$ cat config.mk
export PLATFORM = sky130hd
export DESIGN_NAME = idex_stage
export DESIGN_NICKNAME = d
export VERILOG_FILES = /design/src/rtl/core_pkg.sv /design/src/rtl/idex_stage_fwd_mux3.sv /design/src/rtl/idex_stage.sv
export SDC_FILE = /design/constraint.sdc
export NUM_CORES = 1
export LEC_CHECK = 0
export ABC_CLOCK_PERIOD_IN_PS = 5100
export CORE_AREA = 3 3 157 159
export CTS_CLUSTER_SIZE = 12
export DETAILED_ROUTE_END_ITERATION = 7
export DIE_AREA = 0 0 160 162
export PLACE_DENSITY = 0.85
export SETUP_SLACK_MARGIN = 0.2
export SLEW_MARGIN = 40
export SYNTH_ARGS = -nofsm -noshare
export SYNTH_HDL_FRONTEND = slang
export SYNTH_HIERARCHICAL = 1
export SYNTH_SLANG_ARGS = --single-unit
$ cat constraint.sdc
create_clock -name clk -period 5.1 [get_ports clk]
set_input_delay 1.53 -clock clk [delete_from_list [all_inputs] [get_ports clk]]
set_output_delay 1.53 -clock clk [all_outputs]
set_load 0.005 [all_outputs]
$ cat src/rtl/core_pkg.sv
// Shared core definitions for the ID/EX stage: forward selects, ALU control
// width, the ID/EX control bundle and the update-action encoding.
package core_pkg;

    localparam int ALUCTRL_W = 4;

    localparam logic [1:0] FWD_REG = 2'b00;
    localparam logic [1:0] FWD_W   = 2'b01;
    localparam logic [1:0] FWD_M   = 2'b10;

    typedef struct packed {
        logic                 regwrite;
        logic                 memtoreg;
        logic                 memwrite;
        logic                 alusrc;
        logic [ALUCTRL_W-1:0] aluctrl;
    } idex_ctrl_t;

    localparam idex_ctrl_t IDEX_CTRL_BUBBLE = '0;

    // What the ID/EX register does on the coming edge (reset handled separately)
    typedef enum logic [1:0] {
        UPD_LOAD  = 2'b00,
        UPD_HOLD  = 2'b01,
        UPD_STALL = 2'b10,
        UPD_FLUSH = 2'b11
    } idex_upd_t;

    // An empty ID slot must never write state, so its control collapses to a bubble
    function automatic idex_ctrl_t gate_ctrl(input idex_ctrl_t c, input logic valid);
        return valid ? c : IDEX_CTRL_BUBBLE;
    endfunction

endpackage

$ cat src/rtl/idex_stage_fwd_mux3.sv
// XLEN-wide 3:1 forwarding select; the reserved encoding falls back to the
// register value.
module fwd_mux3
    import core_pkg::*;
#(
    parameter int W = 32
) (
    input  logic [1:0]   sel,
    input  logic [W-1:0] regval,
    input  logic [W-1:0] mval,
    input  logic [W-1:0] wval,
    output logic [W-1:0] y
);

    always_comb begin
        y = regval;
        case (sel)
            FWD_M:   y = mval;
            FWD_W:   y = wval;
            default: y = regval;
        endcase
    end

endmodule

$ cat src/rtl/idex_stage.sv
// ID/EX pipeline register of the RV32 core with EX-side operand forwarding.
// Optional perf counters (bubble_cnt, flush_cnt) when IDEX_PERF_CNT_EN is defined.
module idex_stage
    import core_pkg::*;
#(
    parameter int XLEN      = 32,
    parameter int RFIDX_W   = 5,
    parameter int ALUCTRL_W = core_pkg::ALUCTRL_W
) (
    input  logic                 clk,
    input  logic                 rst,
    input  logic                 writen,
    input  logic                 flushE,
    input  logic                 holdE,
    input  logic                 validD,
    input  logic [XLEN-1:0]      pcD,
    input  logic [XLEN-1:0]      rd1D,
    input  logic [XLEN-1:0]      rd2D,
    input  logic [XLEN-1:0]      immD,
    input  logic [RFIDX_W-1:0]   rs1D,
    input  logic [RFIDX_W-1:0]   rs2D,
    input  logic [RFIDX_W-1:0]   rdD,
    input  logic                 regwriteD,
    input  logic                 memtoregD,
    input  logic                 memwriteD,
    input  logic                 alusrcD,
    input  logic [ALUCTRL_W-1:0] aluctrlD,
    input  logic [1:0]           forwardA,
    input  logic [1:0]           forwardB,
    input  logic [XLEN-1:0]      aluresultM,
    input  logic [XLEN-1:0]      resultW,
    output logic                 validE,
    output logic [XLEN-1:0]      pcE,
    output logic [XLEN-1:0]      immE,
    output logic [RFIDX_W-1:0]   rs1E,
    output logic [RFIDX_W-1:0]   rs2E,
    output logic [RFIDX_W-1:0]   rdE,
    output logic                 regwriteE,
    output logic                 memtoregE,
    output logic                 memwriteE,
    output logic [ALUCTRL_W-1:0] aluctrlE,
    output logic [XLEN-1:0]      srcAE,
    output logic [XLEN-1:0]      srcBE,
    output logic [XLEN-1:0]      writedataE
`ifdef IDEX_PERF_CNT_EN
    ,
    output logic [31:0]          bubble_cnt,
    output logic [31:0]          flush_cnt
`endif
);

    idex_ctrl_t      ctrlD;
    idex_ctrl_t      ctrlE;
    idex_upd_t       upd;
    logic [XLEN-1:0] rd1E;
    logic [XLEN-1:0] rd2E;
    logic [XLEN-1:0] fwdA;
    logic [XLEN-1:0] fwdB;

    assign ctrlD = '{regwrite: regwriteD,
                     memtoreg: memtoregD,
                     memwrite: memwriteD,
                     alusrc:   alusrcD,
                     aluctrl:  aluctrlD};

    // Flush beats hold so a killed instruction never lingers; hold beats a
    // stall because the hazard unit re-evaluates once EX is free again.
    always_comb begin
        upd = UPD_LOAD;
        if (flushE)
            upd = UPD_FLUSH;
        else if (holdE)
            upd = UPD_HOLD;
        else if (!writen)
            upd = UPD_STALL;
    end

    // Bubbles zero rdE (never forwarded) and memtoregE (ends the load-use condition).
    always_ff @(posedge clk) begin
        if (rst || upd == UPD_FLUSH || upd == UPD_STALL) begin
            validE <= 1'b0;
            ctrlE  <= IDEX_CTRL_BUBBLE;
            pcE    <= '0;
            immE   <= '0;
            rd1E   <= '0;
            rd2E   <= '0;
            rs1E   <= '0;
            rs2E   <= '0;
            rdE    <= '0;
        end else if (upd == UPD_LOAD) begin
            validE <= validD;
            ctrlE  <= gate_ctrl(ctrlD, validD);
            pcE    <= pcD;
            immE   <= immD;
            rd1E   <= rd1D;
            rd2E   <= rd2D;
            rs1E   <= rs1D;
            rs2E   <= rs2D;
            rdE    <= validD ? rdD : '0;
        end
    end

    assign regwriteE = ctrlE.regwrite;
    assign memtoregE = ctrlE.memtoreg;
    assign memwriteE = ctrlE.memwrite;
    assign aluctrlE  = ctrlE.aluctrl;

    fwd_mux3 #(.W(XLEN)) u_fwd_a (
        .sel    (forwardA),
        .regval (rd1E),
        .mval   (aluresultM),
        .wval   (resultW),
        .y      (fwdA)
    );

    fwd_mux3 #(.W(XLEN)) u_fwd_b (
        .sel    (forwardB),
        .regval (rd2E),
        .mval   (aluresultM),
        .wval   (resultW),
        .y      (fwdB)
    );

    assign srcAE      = fwdA;
    assign writedataE = fwdB;
    assign srcBE      = ctrlE.alusrc ? immE : fwdB;

`ifdef IDEX_PERF_CNT_EN
    // Only stalls that actually insert a bubble count; a stall masked by hold does not.
    always_ff @(posedge clk) begin
        if (rst) begin
            bubble_cnt <= '0;
            flush_cnt  <= '0;
        end else begin
            if (upd == UPD_STALL)
                bubble_cnt <= bubble_cnt + 32'd1;
            if (flushE)
                flush_cnt <= flush_cnt + 32'd1;
        end
    end
`endif

endmodule
After elaboration in Yosys (flattened, before gate mapping)

Cells that the tools add are included.

Multiplexer cells: 8
Eq/ne operators: 6
Reduce and logical (&&, ||, !) cells: 3

Operators with widths:

| operator                                                        | count |
|---|---|
| 32-bit case mux with 2 select lines                             | 2 |
| 32-bit 2-to-1 mux                                               | 1 |
| 2-bit == test, second input constant                            | 4 |
| 8-bit 2-to-1 mux                                                | 1 |
| 2-bit 2-to-1 mux                                                | 3 |
| 5-bit 2-to-1 mux                                                | 1 |
| 2-bit by 1-bit == test with 1-bit output, second input constant | 2 |
| 2-bit zero test                                                 | 1 |
| 1-bit logical OR                                                | 2 |

Register bits after elaboration: 152
Bits of input ports: 225
Word-level logic and storage cells: 30

Longest topological paths before layout

Gate-level depths: netlist (run 1).

Depth after elaboration: 6
Depth in mapped cells: 7
Gate-level depth less buffers: 5

Hierarchy

The synthesis (run 1) kept the hierarchy.

Modules (own cells, without submodules):

| module     | seq. area each (sq um) | times used | area an instance (sq um) | cells an instance |
|---|---|---|---|---|
| idex_stage | 3042.9                 | 1          | 7543.5                   | 718 |
| fwd_mux3   | 0.0                    | 2          | 636.9                    | 113 |

Worst setup path before layout (run 1)

OpenSTA, ideal clock, no wires.

Path type: in2out
Start point: input forwardB[0]
End point: output srcBE[31]
Setup slack: 0.994 ns
Data arrival time: 2.576 ns
Required time: 3.570 ns
Stages on the path: 7
Cell sequence: inv_1 -> ha_1 -> buf_2 -> buf_2 -> nand2_1 -> o21ai_0 -> mux2_2

Cells in the longest elaborated chain, start to end: 3
Elaborated cells between the ends (all ways): 4
Those cells by class: eq/ne (2); mux (2)

RTL lines:

| what                                                                      | line                      | text |
|---|---|---|
| from (decl)                                                               | idex_stage.sv:29          | `input logic [1:0] forwardB,` |
| 2-bit by 1-bit == test with 1-bit output or 2-bit == test (tied branches) | idex_stage_fwd_mux3.sv:17 | `case (sel)` |
| 32-bit case mux with 2 select lines *                                     | idex_stage_fwd_mux3.sv:17 |  |
| net writedataE[31]                                                        | idex_stage.sv:44          | `output logic [XLEN-1:0] writedataE` |
| 32-bit 2-to-1 mux *                                                       | idex_stage.sv:126         | `assign srcBE = ctrlE.alusrc ? immE : fwdB;` |
| to (decl)                                                                 | idex_stage.sv:43          | `output logic [XLEN-1:0] srcBE,` |

Mark *: on every way through the listed nets, which the timed path passes. The rest lies on a longest branch.

Final worst setup path (run 1)

Start point: input forwardA[0]
End point: output srcAE[20]

Cells in the longest elaborated chain, start to end: 2
Elaborated cells between the ends (all ways): 3
Those cells by class: eq/ne (2); mux (1)

RTL lines:

| what                                                                      | line                      | text |
|---|---|---|
| from (decl)                                                               | idex_stage.sv:28          | `input logic [1:0] forwardA,` |
| 2-bit by 1-bit == test with 1-bit output or 2-bit == test (tied branches) | idex_stage_fwd_mux3.sv:17 |  |
| 32-bit case mux with 2 select lines *                                     | idex_stage_fwd_mux3.sv:17 |  |
| to (decl)                                                                 | idex_stage.sv:42          | `output logic [XLEN-1:0] srcAE,` |

Every way passes the cells marked *; elsewhere a longest branch is shown, timed or not.

==> results of run 1 <==
-- per-layer routing --
layer | global-route usage, % | up-vias
li1 | - | 4070
met1 | 30.3 | 4233
met2 | 41.8 | 425
met3 | 7.73 | 58
met4 | 8.64 | 0
met5 | 0 | -
-- layout make-up --
cell class / instances / area [um2]
multi-input combinational: 541 / 4740
antenna: 2 / 5.00
tap: 319 / 399
fill: 1905 / 9310
clock buffer: 20 / 478
inverter: 150 / 563
clock inverter: 12 / 150
timing repair buffer: 448 / 4700
sequential: 152 / 3050
-- power groups by stage --
| stage | registers, uW | clock network [uW] | logic (uW) |
|---|---|---|---|
| global route | 1280 | 1450 | 934 |
| global placement | 1300 | 0 | 819 |
| detailed placement | 1300 | 0 | 829 |
| finish | 1270 | 1370 | 880 |
| floorplan | 1290 | 0 | 366 |
| CTS | 1270 | 1400 | 872 |
-- cell families (layout without fill, tap and decap cells) --
logic type	Yosys count	after routing
and+or+nand+nor	217	217
adders and majority gates	4	4
muxes	37	37
buffers and inverters	251	630
other	0	2
AOI/OAI and AO/OA	283	283
DFF	152	152
-- path summary, 6_finish.rpt --
kind | start | to | slack, ns | cells after the start
setup / recovery | forwardA[0] | srcAE[20] | 0.23 | 6
hold / removal | regwriteE | regwriteE | 0.49 | 2
setup reg to reg | ctrlE[4] | ctrlE[4] | 3.81 | 2
hold reg to reg | regwriteE | regwriteE | 0.49 | 2
-- cells in the mapped netlist (7+ instances only) --
cell,number
a2111oi_4,22
nand2_1,69
a2111oi_0,70
clkbuf_2,7
clkbuf_1,30
a2111oi_2,59
dfxtp_1,152
o21ai_1,60
buf_6,15
inv_1,150
buf_2,35
nor2b_1,143
buf_4,10
mux2_2,32
a22oi_1,64
-- critical path, cell delays in order --
cell and delay [ns]:
clkdlybuf4s50_1 0.50, inv_1 0.08, ha_4 0.25, bufbuf_16 0.31, o21ai_2 0.15, clkdlybuf4s50_1 0.51
-- timing repair --
item                       CTS  global route
resized for setup           35            31
pin swaps                    4             3
setup buffers                2             0
setup endpoints to repair   69            43
gates cloned                 3             0
hold buffers                 0             0
-- through the flow --
stage          setup TNS (ns)  setup slack, ns  cell area [um2]  hold slack, ns
2_1_floorplan               0            0.994             8820           0.453
3_3_place_gp           -0.133          -0.0673            13100           0.461
3_5_place_dp           -0.225          -0.0885            13100           0.481
4_1_cts                     0            0.138            14000           0.493
5_1_grt                     0            0.165            14100           0.519
6_report                    0            0.230            14100           0.492
-- sequential cells by signal, summed over array words and instances (netlist names) --
signal,count
rd1E,32
pcE,32
rs2E,5
ctrlE,1
rd2E,32
regwriteE,1
rs1E,5
immE,32
memtoregE,1
rdE,5
validE,1
memwriteE,1
aluctrlE,4
-- cell usage in the layout, fill, tap and decap left out, drive strengths merged, types with 4 or more instances in the layout --
cell type / instances
a2111oi: 151
a21oi: 4
a22oi: 64
buf: 40
clkbuf: 21
clkdlybuf4s50: 378
dfxtp: 152
dlygate4sd2: 10
dlymetal6s2s: 17
ha: 4
inv: 156
mux2: 32
mux2i: 5
nand2: 69
nor2b: 143
o21ai: 64
==> out/results.env, run 1 <==
ANT_NETS=0
ROUTE.VIAS.TOTAL=8786
SYN_TO_FINAL_GROWTH_PCT=59.8
ASYNC_RESET_FF_SHARE_PCT=0
GRT_PASS1_VIAS=8772
CTS_HTREE_LEVELS=4
CTS-BUFFERS-INSERTED=17
ROUTED_WIRELENGTH_MM=33.9
SYNTH_SIMPLE_GATE_AREA_SHARE_PCT=13.6
SLEW_VIOLATIONS=0
YOSYS_WARNINGS=6
GRT_FIRST_PASS_WIRELENGTH_MM=51.4
CRITPATHREQUIREDTIME_NS=3.57
FINAL-SETUP-VIOL-COUNT=0
LAYOUT.CORE_UTILIZATION_PCT=60.2
PLACEMENT_ROWS=56
SETUP.WORST_PATH.END_CLASS='output pin'
POWER.SHARE.SWITCHING_PCT=28.2
TOTAL_POWER_uW=3520
RSZ0062_AT_GRT='true'
SKEW_NS=0
CTS_TREE='built'
SYN-MEAN-INSTANCE-AREA_UM2=9.34
INSTANCES_NO_FILL=1644
MIN_PERIOD_OVER_PERIOD_PCT=95.5
SYN-CELL-AREA_MM2=0.00882
CORE_AREA_MM2=0.0234
NUMPLACEDINSTANCES=1603
CLK_LATENCY_NS=0.42
POWER_PER_UNIT_OF_STANDARD_CELL_AREA_mW_PER_MM2=250
SYNTH_MUX_AREA_SHARE_PCT=4.65
CRIT_TYPE='in -> out'
NUMBER_OF_ENABLE_TYPE_REGISTER_CELLS_IN_THE_SYNTHESIZED_NETLIST=0
DRT-WIRELENGTH-PER-CELL_UM=20.6
MAX_FCLK_MHz=205
RUN_STATUS='completed'
NUMBER_OF_I_O_PORT_BUFFERS=407
POWER_SWITCHING_uW=995
SYN-INSTANCE-COUNT=944
GP_ROUTABILITY_CONGESTION=0.906
MAX-CLOCK-PATH-BUFFERS=2
POST_SYNTH_NUM_CELL_TYPES=26
BOUNDARYPINS=408
CELL_TYPE_WITH_THE_HIGHEST_AGGREGATE_AREA_IN_THE_NETLIST='dfxtp_1'
FIRST_ITER_VIOLATIONS=784
FINALWORSTPATHREQUIREDPERIOD_NS=4.87
NUMBER_OF_ANTENNA_VIOLATIONS_AT_THE_FIRST_CHECK_IN_GLOBAL_ROUTING=3
OVERFLOW=0
YS_DOMINANT_REG_CELL='dfxtp_1'
CLK_PIN_SLEW_WORST_PATHS_NS=0.07
DIEHEIGHT_UM=162
MAXCAP_VIOLATIONS=0
VIAS_PER_CELL=5.34
REPORT.FINAL.HOLD_VIOL_COUNT=0
YOSYS.AREA_SHARE.ADDER_PCT=0.568
DRIVE_ABOVE_1_SHARE_PCT=16.7
DIE_OUTLINE_AREA_MM2=0.0259
MET2_LENGTH_MM=16.4
CLASS_OF_THE_TIGHTEST_HOLD_OR_REMOVAL_CHECK='reg -> reg'
SHARE_CLK_OF_TOTAL_POWER_PCT=38.9
SYNTH_SEQ_AREA_SHARE_PCT=34.5
CRITPATHMAXFANOUT=21
SYNTH_XOR_AREA_SHARE_PCT=0
COMBINATIONAL_FAMILY_WITH_THE_MOST_AREA_AFTER_SYNTHESIS='compound AO/OA/AOI/OAI gates'
CLOCK-SINKS=152
POST_SYNTHESIS_NET_COUNT=1173
CP_DATA_ARRIVAL_TIME_NS=3.34
DETAILEDROUTE.FIRSTPASSITERATIONCOUNT=5
INITIAL_UTILIZATION_PCT=37.7
CTS_ROOT_BUFFER='clkbuf_16'
SYNTH_COMPOUND_AREA_SHARE_PCT=33.2
SEQUENTIALPOWERSHARE_PCT=36.1
VDD_IR_DROP_MAX_mV=0.177
GLOBAL_ROUTE.USAGE.TOTAL_PCT=24.9
SLEW_HEADROOM_PCT=46.7
FINAL_NET_COUNT=1539
DETAILED_PLACE_HPWL_MM=23.5
DIE-WIDTH_UM=160
P_LEAK_uW=0.00551
MAX_SLEW.WORST_PIN.SLEW_NS=0.798
SYNTH-SEQ-CELLS=152
ROUTE.DETAILED.DRC=0
WL_MET1_MM=13.5
PIN_COUNT_OF_THE_BIGGEST_NET_ENTERING_GLOBAL_ROUTING=82
COMBPWRFRAC_PCT=25.0
SYNTH_TOP_AREA_SHARE_PCT=34.5
INTERNAL-POWER_uW=2530
SYNTH_TOP_CELLS_BY_AREA='dfxtp_1 (35%), nor2b_1 (10%), a2111oi_2 (10%), a2111oi_0 (7.0%), a2111oi_4 (6.9%)'
WORSTSETUPSTARTPOINTTYPE='input pin'
TOP_LAYER='met4'
WL_MET3_MM=3.14
No activity file was read; power rests on OpenSTA's default activity.
==> run 2: changes to the inputs <==
- CORE_AREA: 3 3 157 159 -> 2 2 156 158
- DIE_AREA: 0 0 160 162 -> 0 0 158 160
- GPL_TIMING_DRIVEN: not set -> 0
==> out/results.env, run 2 (synthesized netlist as in run 1, its figures left out) <==
RUN_STATUS='completed'
FINALWORSTPATHREQUIREDPERIOD_NS=4.89
TNS_NS=0
MIN_DELAY_PATH_DEPTH=2
VDD_IR_DROP_MAX_mV=0.178
NUMBER_OF_ANTENNA_VIOLATIONS_AT_THE_FIRST_CHECK_IN_GLOBAL_ROUTING=0
BOUNDARYPINS=408
WORSTSETUPSTARTPOINTTYPE='input pin'
CRITPATHREQUIREDTIME_NS=3.57
CTS-BUFFERS-INSERTED=17
RSZ0062_AT_GRT='false'
GRT_FIRST_PASS_WIRELENGTH_MM=54.5
RR_WORST_DEPTH=3
ROUTE.VIAS.TOTAL=9035
GLOBAL_ROUTE.USAGE.MET2_PCT=47.5
SYN_TO_FINAL_GROWTH_PCT=60.8
ANT_NETS=0
MIN_PERIOD_OVER_PERIOD_PCT=95.9
FINAL.FILL_COUNT=2074
CTS_HTREE_LEVELS=4
CRITPATHMAXFANOUT=10
CLK_LATENCY_NS=0.41
MAX_FCLK_MHz=204
NUMBER_OF_I_O_PORT_BUFFERS=407
GRT.BUSIEST_LAYER='met2'
DIE_OUTLINE_AREA_MM2=0.0253
ANTENNA-DIODE-COUNT=0
DRT-WIRELENGTH-PER-CELL_UM=21.5
INITIAL_UTILIZATION_PCT=37.0
VIAS_PER_CELL=5.29
SETUP.WORST_PATH.END_CLASS='output pin'
CLOCK-SINKS=152
P_LEAK_uW=0.00539
SLEW_HEADROOM_PCT=42.6
MAXCAP_VIOLATIONS=0
DIEHEIGHT_UM=160
FINAL_COMMON_CELL='clkdlybuf4s50_1'
DRIVE_ABOVE_1_SHARE_PCT=18.6
LAYOUT_COMMON_CELLS='clkdlybuf4s50_1 (392), dfxtp_1 (152), inv_1 (150), nor2b_1 (143), a2111oi_0 (70)'
GRT_PASS1_VIAS=9343
POWER_PER_UNIT_OF_STANDARD_CELL_AREA_mW_PER_MM2=239
MAX_SLEW.WORST_PIN.SLEW_NS=0.861
USE_MET1_PCT=34.3
CTS_TREE='built'
GP_ROUTABILITY_CONGESTION=0.875
PLACEMENT.SETUP.WORST_SLACK_NS=-0.375
PLACEMENT_ROWS=57
CRIT_TYPE='in -> out'
OVERFLOW=0
CLK_PIN_SLEW_WORST_PATHS_NS=0.07
FINALINSTANCEAREA_MM2=0.0142
PIN_COUNT_OF_THE_BIGGEST_NET_ENTERING_GLOBAL_ROUTING=17
REPORT.FINAL.HOLD_VIOL_COUNT=0
CTSHOLDBUFFERS=0
DETAILEDROUTE.FIRSTPASSITERATIONCOUNT=5
FINAL-SETUP-VIOL-COUNT=0
ROUTE.DETAILED.DRC=0
CP_DATA_ARRIVAL_TIME_NS=3.36
SKEW_NS=0
GROUTE.LAYER.MET3.USAGE_PCT=7.27
ROUTED_WIRELENGTH_MM=36.8
FIRST_ITER_VIOLATIONS=564
CORE_AREA_MM2=0.0238
CLASS_OF_THE_TIGHTEST_HOLD_OR_REMOVAL_CHECK='reg -> reg'
DIE-WIDTH_UM=158
DETAILED_PLACE_HPWL_MM=27.6
MAX-CLOCK-PATH-BUFFERS=2
FINAL_NET_COUNT=1600
PLACEDINSTANCEAREA_MM2=0.0133
GLOBAL_ROUTE.USAGE.TOTAL_PCT=28.2
SLEW_VIOLATIONS=0
FINALWORSTSETUPSLACK_NS=0.209
CTS_ROOT_BUFFER='clkbuf_16'
## run 2: cell types whose count changed in the layout (fill, tap and decap cells not counted), moves of 6 or more
cell,delta
clkbuf_1,+32
buf_6,+22
buf_2,+15
clkdlybuf4s50_1,+14
dlymetal6s2s_1,-14
buf_12,-13
clkbuf_2,+8
o21ai_2,+7
o21ai_1,-6
## run 2: critical path, cell delays in order
cell	delay [ns]
clkdlybuf4s50_1	0.54
inv_1	0.11
ha_4	0.21
buf_6	0.16
a22oi_1	0.26
o21ai_1	0.10
clkdlybuf4s50_1	0.45
## run 2: path summary, 6_finish.rpt
path | from | endpoint | slack, ns
setup reg to reg | ctrlE[4] | ctrlE[4] | 3.86
hold / removal | rdE[4] | rdE[4] | 0.48
setup / recovery | forwardA[1] | srcAE[24] | 0.21
hold reg to reg | rdE[4] | rdE[4] | 0.48
## run 2: layer usage
layer  wire length [um]  vias up
met3               2800       74
met2              17700      416
met5                  0        -
met1              15000     4364
met4               1230        0
li1                   -     4181
## run 2: metrics by stage
| stage | total power (uW) | cells | util, % | hold slack [ns] |
|---|---|---|---|---|
| after global routing | 3530 | 1708 | 59.5 | 0.498 |
| after detailed placement | 2140 | 1675 | 55.8 | 0.470 |
| after CTS | 3400 | 1707 | 59.4 | 0.481 |
| after global placement | 2130 | 1675 | 55.8 | 0.459 |
| after floorplan | 1650 | 944 | - | 0.453 |
| final | 3390 | 1708 | 59.5 | 0.480 |
## run 2: repair_timing
action                                  4_1_cts  5_1_grt
endpoints found under the setup margin       96       36
gates resized for setup                      95       10
pin swaps                                     1        1
buffers inserted                              0        1
## run 2: layout make-up
class                           count  area (um2)  area share, %
Timing Repair Buffer              408        4070           28.7
Multi-Input combinational cell    541        4790           33.8
Clock buffer                       19         433           3.05
Tap cell                          324         405           2.86
Clock inverter                     13         120          0.847
Buffer                            101         758           5.35
Inverter                          150         563           3.97
Sequential cell                   152        3040           21.5
## run 2: report_power, final
part	switching, uW	internal [uW]
clock network	544	677
registers	32.2	1240
logic	408	493
